### config.mk
export PLATFORM = sky130hd
export DESIGN_NAME = pixel_tile_buffer
export DESIGN_NICKNAME = d
export VERILOG_FILES = /design/src/rtl/hcvc_tile_pkg.sv /design/src/rtl/tile_bank.sv /design/src/rtl/pixel_tile_buffer.sv
export SDC_FILE = /design/constraint.sdc
export NUM_CORES = 1
export LEC_CHECK = 0
export ABC_AREA = 1
export BUFFER_PORTS_ARGS = -buffer_cell sky130_fd_sc_hd__buf_4
export CORE_MARGIN = 2
export CORE_UTILIZATION = 45
export CTS_BUF_LIST = sky130_fd_sc_hd__clkbuf_8 sky130_fd_sc_hd__clkbuf_16
export DETAILED_ROUTE_END_ITERATION = 7
export PLACE_DENSITY = 0.7
export SYNTH_ARGS = -nofsm -noshare
export SYNTH_HDL_FRONTEND = slang
export SYNTH_SLANG_ARGS = --single-unit
### constraint.sdc
create_clock -name clk -period 1.8 [get_ports clk]
set_input_delay 0.54 -clock clk [delete_from_list [all_inputs] [get_ports clk]]
set_output_delay 0.54 -clock clk [all_outputs]
set_load 0.01 [all_outputs]
### src/rtl/hcvc_tile_pkg.sv
// Shared definitions for the pixel tile buffer.
//   TILE_PIX / IDX_W : default tile geometry (4x4 tile, 8-bit pixels)
//   tile_state_e     : handshake FSM states (fill / full)
//   tile_pix()       : pixel count of an edge x edge tile
//   idx_width()      : write-index width for a given pixel count
//   slot_lsb()       : LSB of a pixel slot inside the flattened tile vector
package hcvc_tile_pkg;

  localparam int unsigned InSizeDefault   = 4;
  localparam int unsigned BitWidthDefault = 8;
  localparam int unsigned TILE_PIX        = InSizeDefault * InSizeDefault;
  localparam int unsigned IDX_W           = $clog2(TILE_PIX);

  typedef enum logic {
    StFill = 1'b0,
    StFull = 1'b1
  } tile_state_e;

  function automatic int unsigned tile_pix(input int unsigned in_size);
    return in_size * in_size;
  endfunction

  // A 1-pixel tile still needs a 1-bit index to keep vector widths legal.
  function automatic int unsigned idx_width(input int unsigned tp);
    return (tp > 1) ? $clog2(tp) : 1;
  endfunction

  // Pixel 0 sits in the most significant slot, matching avg_pool2d's data_in_flat.
  function automatic int unsigned slot_lsb(input int unsigned slot, input int unsigned tp,
                                           input int unsigned bw);
    return (tp - 1 - slot) * bw;
  endfunction

endpackage

### src/rtl/tile_bank.sv
// One tile storage bank.
//   clk, rst_n            : clock, asynchronous active-low reset
//   we_i, idx_i, pixel_i  : pixel write port (slot index, pixel data, write enable)
//   set_full_i            : mark the bank as holding a complete tile
//   clr_full_i            : release the bank after the consumer took the tile
//   full_o                : bank holds a complete tile
//   flat_o                : flattened tile contents, pixel 0 in the top slot
module tile_bank
  import hcvc_tile_pkg::*;
#(
  parameter int unsigned TilePix  = TILE_PIX,
  parameter int unsigned BitWidth = BitWidthDefault,
  parameter int unsigned IdxW     = IDX_W
) (
  input  logic                        clk,
  input  logic                        rst_n,
  input  logic                        we_i,
  input  logic [IdxW-1:0]             idx_i,
  input  logic [BitWidth-1:0]         pixel_i,
  input  logic                        set_full_i,
  input  logic                        clr_full_i,
  output logic                        full_o,
  output logic [TilePix*BitWidth-1:0] flat_o
);

  logic [TilePix*BitWidth-1:0] flat_q;
  logic                        full_q;

  // Slot decode is unrolled so only legal slot indices ever address storage.
  always_ff @(posedge clk or negedge rst_n) begin
    if (!rst_n) begin
      flat_q <= '0;
    end else begin
      for (int unsigned s = 0; s < TilePix; s++) begin
        if (we_i && (idx_i == IdxW'(s))) begin
          flat_q[slot_lsb(s, TilePix, BitWidth) +: BitWidth] <= pixel_i;
        end
      end
    end
  end

  // The top never sets and clears the same bank in one cycle; set wins defensively.
  always_ff @(posedge clk or negedge rst_n) begin
    if (!rst_n) begin
      full_q <= 1'b0;
    end else if (set_full_i) begin
      full_q <= 1'b1;
    end else if (clr_full_i) begin
      full_q <= 1'b0;
    end
  end

  assign full_o = full_q;
  assign flat_o = flat_q;

endmodule

### src/rtl/pixel_tile_buffer.sv
// Pixel tile buffer: assembles a raster-order pixel stream into IN_SIZE x IN_SIZE tiles and
// presents each complete tile as a flattened vector for avg_pool2d.
//   clk, rst_n           : clock, asynchronous active-low reset
//   in_valid / in_ready  : input pixel handshake
//   in_pixel, in_sof     : pixel data, start-of-tile marker
//   out_valid / out_ready: output tile handshake
//   tile_flat            : flattened tile, pixel i at [(TILE_PIX*BIT_WIDTH-1)-i*BIT_WIDTH -: BIT_WIDTH]
//   sof_err              : sticky, in_sof seen on a beat with write index != 0
// Build option: define TILE_BUF_DOUBLE_EN for two ping-pong banks (fill continues while the
// other bank is presented); otherwise a single bank with a fill/full handshake FSM.
module pixel_tile_buffer
  import hcvc_tile_pkg::*;
#(
  parameter int unsigned IN_SIZE   = 4,
  parameter int unsigned BIT_WIDTH = 8
) (
  input  logic                                 clk,
  input  logic                                 rst_n,
  input  logic                                 in_valid,
  output logic                                 in_ready,
  input  logic [BIT_WIDTH-1:0]                 in_pixel,
  input  logic                                 in_sof,
  output logic                                 out_valid,
  input  logic                                 out_ready,
  output logic [IN_SIZE*IN_SIZE*BIT_WIDTH-1:0] tile_flat,
  output logic                                 sof_err
);

  localparam int unsigned TilePix = tile_pix(IN_SIZE);
  localparam int unsigned IdxW    = idx_width(TilePix);
  localparam int unsigned FlatW   = TilePix * BIT_WIDTH;
  localparam logic [IdxW-1:0] LastIdx = IdxW'(TilePix - 1);

  logic            accept;
  logic            out_fire;
  logic            sof_restart;
  logic            last_beat;
  logic [IdxW-1:0] wr_idx;
  logic [IdxW-1:0] idx_q, idx_d;
  logic            sof_err_q, sof_err_d;

  assign accept   = in_valid & in_ready;
  assign out_fire = out_valid & out_ready;

  // A misplaced start-of-tile drops the partial tile and restarts at slot 0 with this pixel.
  assign sof_restart = accept & in_sof & (idx_q != '0);
  assign wr_idx      = sof_restart ? '0 : idx_q;
  assign last_beat   = accept & (wr_idx == LastIdx);

  always_comb begin
    idx_d     = idx_q;
    sof_err_d = sof_err_q | sof_restart;
    if (accept) begin
      idx_d = last_beat ? '0 : wr_idx + 1'b1;
    end
  end

  always_ff @(posedge clk or negedge rst_n) begin
    if (!rst_n) begin
      idx_q     <= '0;
      sof_err_q <= 1'b0;
    end else begin
      idx_q     <= idx_d;
      sof_err_q <= sof_err_d;
    end
  end

  assign sof_err = sof_err_q;

`ifdef TILE_BUF_DOUBLE_EN

  // wr_bank_q always points at a free bank unless both are full; rd_bank_q at the oldest tile.
  logic             wr_bank_q, wr_bank_d;
  logic             rd_bank_q, rd_bank_d;
  logic [1:0]       bank_full;
  logic [FlatW-1:0] bank_flat [2];

  always_comb begin
    wr_bank_d = wr_bank_q;
    rd_bank_d = rd_bank_q;
    if (last_beat) begin
      wr_bank_d = ~wr_bank_q;
    end
    if (out_fire) begin
      rd_bank_d = ~rd_bank_q;
    end
  end

  always_ff @(posedge clk or negedge rst_n) begin
    if (!rst_n) begin
      wr_bank_q <= 1'b0;
      rd_bank_q <= 1'b0;
    end else begin
      wr_bank_q <= wr_bank_d;
      rd_bank_q <= rd_bank_d;
    end
  end

  for (genvar b = 0; b < 2; b++) begin : g_bank
    tile_bank #(
      .TilePix (TilePix),
      .BitWidth(BIT_WIDTH),
      .IdxW    (IdxW)
    ) u_bank (
      .clk       (clk),
      .rst_n     (rst_n),
      .we_i      (accept & (wr_bank_q == 1'(b))),
      .idx_i     (wr_idx),
      .pixel_i   (in_pixel),
      .set_full_i(last_beat & (wr_bank_q == 1'(b))),
      .clr_full_i(out_fire & (rd_bank_q == 1'(b))),
      .full_o    (bank_full[b]),
      .flat_o    (bank_flat[b])
    );
  end

  // All three outputs derive from registered bank state only.
  assign in_ready  = ~(&bank_full);
  assign out_valid = bank_full[rd_bank_q];
  assign tile_flat = bank_flat[rd_bank_q];

`else

  tile_state_e state_q;
  logic        bank_full;

  always_ff @(posedge clk or negedge rst_n) begin
    if (!rst_n) begin
      state_q <= StFill;
    end else begin
      case (state_q)
        StFill:  if (last_beat) state_q <= StFull;
        StFull:  if (out_ready) state_q <= StFill;
        default: state_q <= StFill;
      endcase
    end
  end

  tile_bank #(
    .TilePix (TilePix),
    .BitWidth(BIT_WIDTH),
    .IdxW    (IdxW)
  ) u_bank (
    .clk       (clk),
    .rst_n     (rst_n),
    .we_i      (accept),
    .idx_i     (wr_idx),
    .pixel_i   (in_pixel),
    .set_full_i(last_beat),
    .clr_full_i(out_fire),
    .full_o    (bank_full),
    .flat_o    (tile_flat)
  );

  // No writes reach the bank while it is full, so tile_flat holds until the consumer takes it.
  assign in_ready  = (state_q == StFill);
  assign out_valid = bank_full;

`endif

endmodule

Yosys cells after proc, flatten, opt, wreduce, memory -nomap -nowiden:

Cells that the tools add are included.

* flip-flop bits (word level): 135
* latch bits: 0
* RAM bits: 0
* bits in read-only memories: 0
* input port bits: 13
* output and inout port bits: 131
* memories kept: 0

* $add $sub $neg: 1
* multiply operators: 0
* divide/modulo/power cells: 0
* $lt $le $gt $ge: 0
* equality and inequality tests: 15
* shift-type cells: 0
* mux-type cells: 7
* bitwise gates (word level): 7
* reductions and logical operators: 19

Operators with widths (count)
* equality test 4 bit, second input constant: 8
* equality test 4 x 3 -> 1 bit, second input constant: 4
* logical AND 1 bit: 16
* equality test 4 x 2 -> 1 bit, second input constant: 2
* 2-to-1 mux 4 bit: 2
* bitwise AND 1 bit: 5
* adder 4 x 1 -> 4 bit, second input constant: 1
* equality test 4 x 1 -> 1 bit, second input constant: 1
* logical NOT 4 bit: 1
* 2-to-1 mux 1 bit: 4
* nonzero test 4 bit: 1
* case mux 1 bit (2 select lines): 1
* nonzero test 2 bit: 1
* NOT 1 bit: 1
* bitwise OR 1 bit: 1

Longest topological paths before layout:

* depth after elaboration: 9
* depth in mapped cells: 10
* gate-level depth less buffers: 9

By module:

A second synthesis with hierarchy kept.

* cells, all modules: 677
* area total of the unflattened synthesis: 5839.4 µm²

By module, submodules not included
* tile_bank: times used 1, cells an instance 627, area each 5477.8 µm², sequential area each 3228.1 µm²
* pixel_tile_buffer: times used 1, cells an instance 50, area each 361.6 µm², sequential area each 150.1 µm²

Worst setup path before layout:

Ideal clock, no wire load.

* kind: input -> register
* start: in in_valid
* end: reg u_bank.flat_q[64], in the netlist u_bank.flat_o[64]
* setup time: 117 ps
* arrival: 1585 ps
* path slack: 98 ps
* stages: 9
* path through: nand2_1 > nor2_1 > nand2_2 > nand3_1 > buf_2 > nor2_2 > inv_2 > nand2_1 > nand2_1

* cells in the longest elaborated chain, start to end: 6

RTL lines
* from (decl): line pixel_tile_buffer.sv:19 `input logic in_valid,`
* bitwise AND 1 bit (*): line pixel_tile_buffer.sv:42 `assign accept = in_valid & in_ready;`
* bitwise AND 1 bit (2 in a row): line pixel_tile_buffer.sv:46 `assign sof_restart = accept & in_sof & (idx_q != '0);`
* 2-to-1 mux 4 bit: line pixel_tile_buffer.sv:47 `assign wr_idx = sof_restart ? '0 : idx_q;`
* equality test 4 x 3 -> 1 bit: line tile_bank.sv:35 `if (we_i && (idx_i == IdxW'(s))) begin`
* logical AND 1 bit (*): line tile_bank.sv:35
* to (signal, indexed assignment): line tile_bank.sv:36 `flat_q[slot_lsb(s, TilePix, BitWidth) +: BitWidth] <= pixel_i;`
* to (decl): line tile_bank.sv:26 `logic [TilePix*BitWidth-1:0] flat_q;`

Every way passes the cells marked *; elsewhere a longest branch is shown, timed or not.
A chain may end at the register's enable or synchronous reset.

Worst setup path after layout:

* start: reg state_q
* end: reg u_bank.flat_q[125], in the netlist u_bank.flat_o[125]

* cells in the longest elaborated chain, start to end: 7

RTL lines
* from (decl): line pixel_tile_buffer.sv:124 `tile_state_e state_q;`
* from (signal assigned): line pixel_tile_buffer.sv:129 `state_q <= StFill;`
* from (signal assigned): line pixel_tile_buffer.sv:132 `StFill: if (last_beat) state_q <= StFull;`
* from (signal assigned): line pixel_tile_buffer.sv:133 `StFull: if (out_ready) state_q <= StFill;`
* NOT 1 bit (*)
* bitwise AND 1 bit (*): line pixel_tile_buffer.sv:42
* bitwise AND 1 bit (2 in a row): line pixel_tile_buffer.sv:46
* 2-to-1 mux 4 bit: line pixel_tile_buffer.sv:47
* logical NOT 4 bit: line tile_bank.sv:35
* logical AND 1 bit (*): line tile_bank.sv:35

Marked as above.

==> summary.md <==
| Metric | Value |
|---|---|
| Yosys top cell area share | 62.0% |
| Mapped Area | 5450 sq um |
| Critical Path RT | 2.09 ns |
| Vias per cell | 5.13 |
| CP most frequent cell | nand2_1 |
| Largest delay share family, worst path | simple AND/OR/NAND/NOR gates |
| Post-synthesis register bit count | 135 |
| Hold_buf cts | 0 |
| CP Class | reg -> reg |
| Buf/Inv on CP | 2 |
| H-tree depth | 4 |
| CP cell instances | inv_2 > nand2_1 > nor2_1 > nand2_2 > buf_4 > o21ai_2 > nand3_1 > nand2_1 > nand2_1 |
| Routed WL | 15,600 um |
| Core Rows | 40 |
| Worst-case setup slack after placement | -0.171 ns |
| Hold WC Path Type | in -> async |
| First-pass GRT wire length | 24,900 um |
| Synth warnings | 0 |
| Routed vias | 4,915 |
| Routability Congestion | 0.827 |
| Crit path DAT | 2.08 ns |
| Clk Latency, worst-skew pair | 0.41 ns |
| Critical Path End Type | flop |
| Clock buffer count from CTS | 17 |
| Max Fclk | 0.559 GHz |
| Netlist cell types | 20 |
| Clk_skew | 0.0101 ns |
| Syn Nets | 639 |
| CTS Sinks | 135 |
| Leak pwr | 4.24 nW |
| Slowest CP cell | dfrtp_1 |
| Layout cells sized above 1 | 30.0% |
| Vias in the first global route | 4,855 |
| Crit share post-route | 99.4% |
| Final Setup Violations | 0 |
| Clock Tree Buf Depth | 2 |
| Hold Slack | 0.113 ns |
| Initial antenna violation count | 0 |
| R2r setup slk | 0.01 ns |
| Chip height | 114 um |
| Die ar. | 13,000 sq um |
| Synth top area cells | dfrtp_1, nand2_1, nand4_1, o21ai_0, nand3_1 |
| CTS tree | built |
| Setup WS post-layout | 0.0101 ns |
| Maximum vdd drop | 0.000759 V |
| Pins Over Slew Limit | 0 |
| Syn Inst Count | 626 |
| Top Ports | 144 |
| Detailed Routing Iterations Pass 1 | 5 |
| DR WL/cell | 16.2 um |
| Worst Tran Pin Value | 0.515 ns |
| GRT Total Usage | 24.9% |
| Core area | 11,900 sq um |
| Port bufs | 143 |
| Clock transition at path regs | 0.06 ns |
| Nets@finish | 811 |
| Hold Fails Final Rpt | 0 |
| Chip width | 114 um |
| Max cap viols | 0 |
| Worst-path maximum fanout | 9 |
| Yosys top cell by area | dfrtp_1 |
| PwrDens | 1680 nW/um^2 |
| RSZ-0062 raised after global routing | true |
| Post-route DRC | 0 |
| Grt ovf | 0 |
| DR iter-0 viols | 380 |
| Post-DRT Antenna Nets | 0 |
| Final min period | 1.79 ns |
| Initial Utilization | 45.8% |
| Crit start category | flop |
| Mapped Avg Cell Area | 8.71 sq um |
| Largest net degree at the start of global routing | 37 |
| Post-CTS Setup Repair Bufs | 0 |
| Area Growth Syn to Fin | 38.8% |
| Clock Root Buffer | clkbuf_16 |
| Status | finished clean |
| Seq/Total Area, Yosys | 62.0% |
| N_diodes | 0 |
| Worst stage delay on the critical path | 0.37 ns |
| Detailed Place HPWL | 10,700 um |
| Slew HR | 65.7% |
-- flip-flops by register name, summed over array words and instances (netlist names) --
signal         cells
idx_q              4
u_bank.full_o      1
u_bank.flat_o    128
sof_err            1
state_q            1
-- cells in the final DEF (no fill, tap or decap), drive strengths merged --
cell	instances
o21bai	1
clkinv	4
clkbuf	21
nand2	358
nand3	18
bufinv	3
inv	12
o211ai	1
nor2	21
o21ai	21
clkinvlp	3
nand4	28
buf	185
dfrtp	135
-- worst paths after layout --
path | from | endpoint | depth (start not counted)
setup / recovery | state_q | u_bank.flat_o[125] | 9
hold / removal | rst_n | u_bank.flat_o[80] | 1
setup reg to reg | state_q | u_bank.flat_o[125] | 9
hold reg to reg | u_bank.flat_o[45] | u_bank.flat_o[45] | 2
max in group asynchronous | rst_n | u_bank.flat_o[124] | 2
min in group clk | out_ready | state_q | 2
-- synthesized netlist by cell type --
master,count
buf_2,11
buf_1,1
buf_6,1
o21ai_1,1
clkbuf_1,19
nand4_1,25
nor2_1,10
nand3_1,18
nand2_1,357
nand4_2,3
o211ai_1,1
o21ai_0,19
nand2_2,1
o21ai_2,1
dfrtp_1,135
inv_2,3
nor2_4,6
inv_1,8
nor2_2,5
o21bai_1,1
-- routing by layer --
metal	routed length [um]	vias to the layer above	track usage [%]
met5	0	-	0
met4	249	0	8.78
met3	1220	25	7.36
met2	7350	193	39.0
met1	6740	2386	33.3
li1	-	2311	-
-- layout make-up --
| cell class | instances | area [sq um] |
|---|---|---|
| multi-input cells | 448 | 1910 |
| inverters | 11 | 41.3 |
| fillers | 1014 | 4340 |
| repair buffers | 185 | 1430 |
| clock inverters | 11 | 145 |
| flip-flops and latches | 135 | 3380 |
| well taps | 147 | 184 |
| clock buffers | 21 | 480 |
-- timing repair --
| item | CTS | global route |
|---|---|---|
| setup endpoints to repair | 0 | 85 |
| endpoints found under the hold margin | 0 | 0 |
| resized for setup | 0 | 8 |
-- kinds of logic after synthesis --
group,count (synthesis),share of synthesized area (%)
compound gates,23,2.27
buf+inv,43,3.35
flops,135,62.0
simple gates,425,32.4
-- power by group --
group          switching [mW]  internal [mW]
sequential              0.676           4.12
combinational            2.30           2.03
clock                    1.27           2.33
-- through the flow --
stage | util [%] | cells | TNS, ns | power (mW) | area, sq um
floorplan | - | 626 | 0 | 6.66 | 5450
global placement | 58.1 | 926 | -4.00 | 9.01 | 6920
detailed placement | 58.1 | 926 | -7.87 | 9.16 | 6920
CTS | 63.4 | 958 | 0 | 12.8 | 7550
global route | 63.5 | 958 | -3.68 | 13.5 | 7570
finish | 63.5 | 958 | 0 | 12.7 | 7570
(Power assumes the default switching activity.)
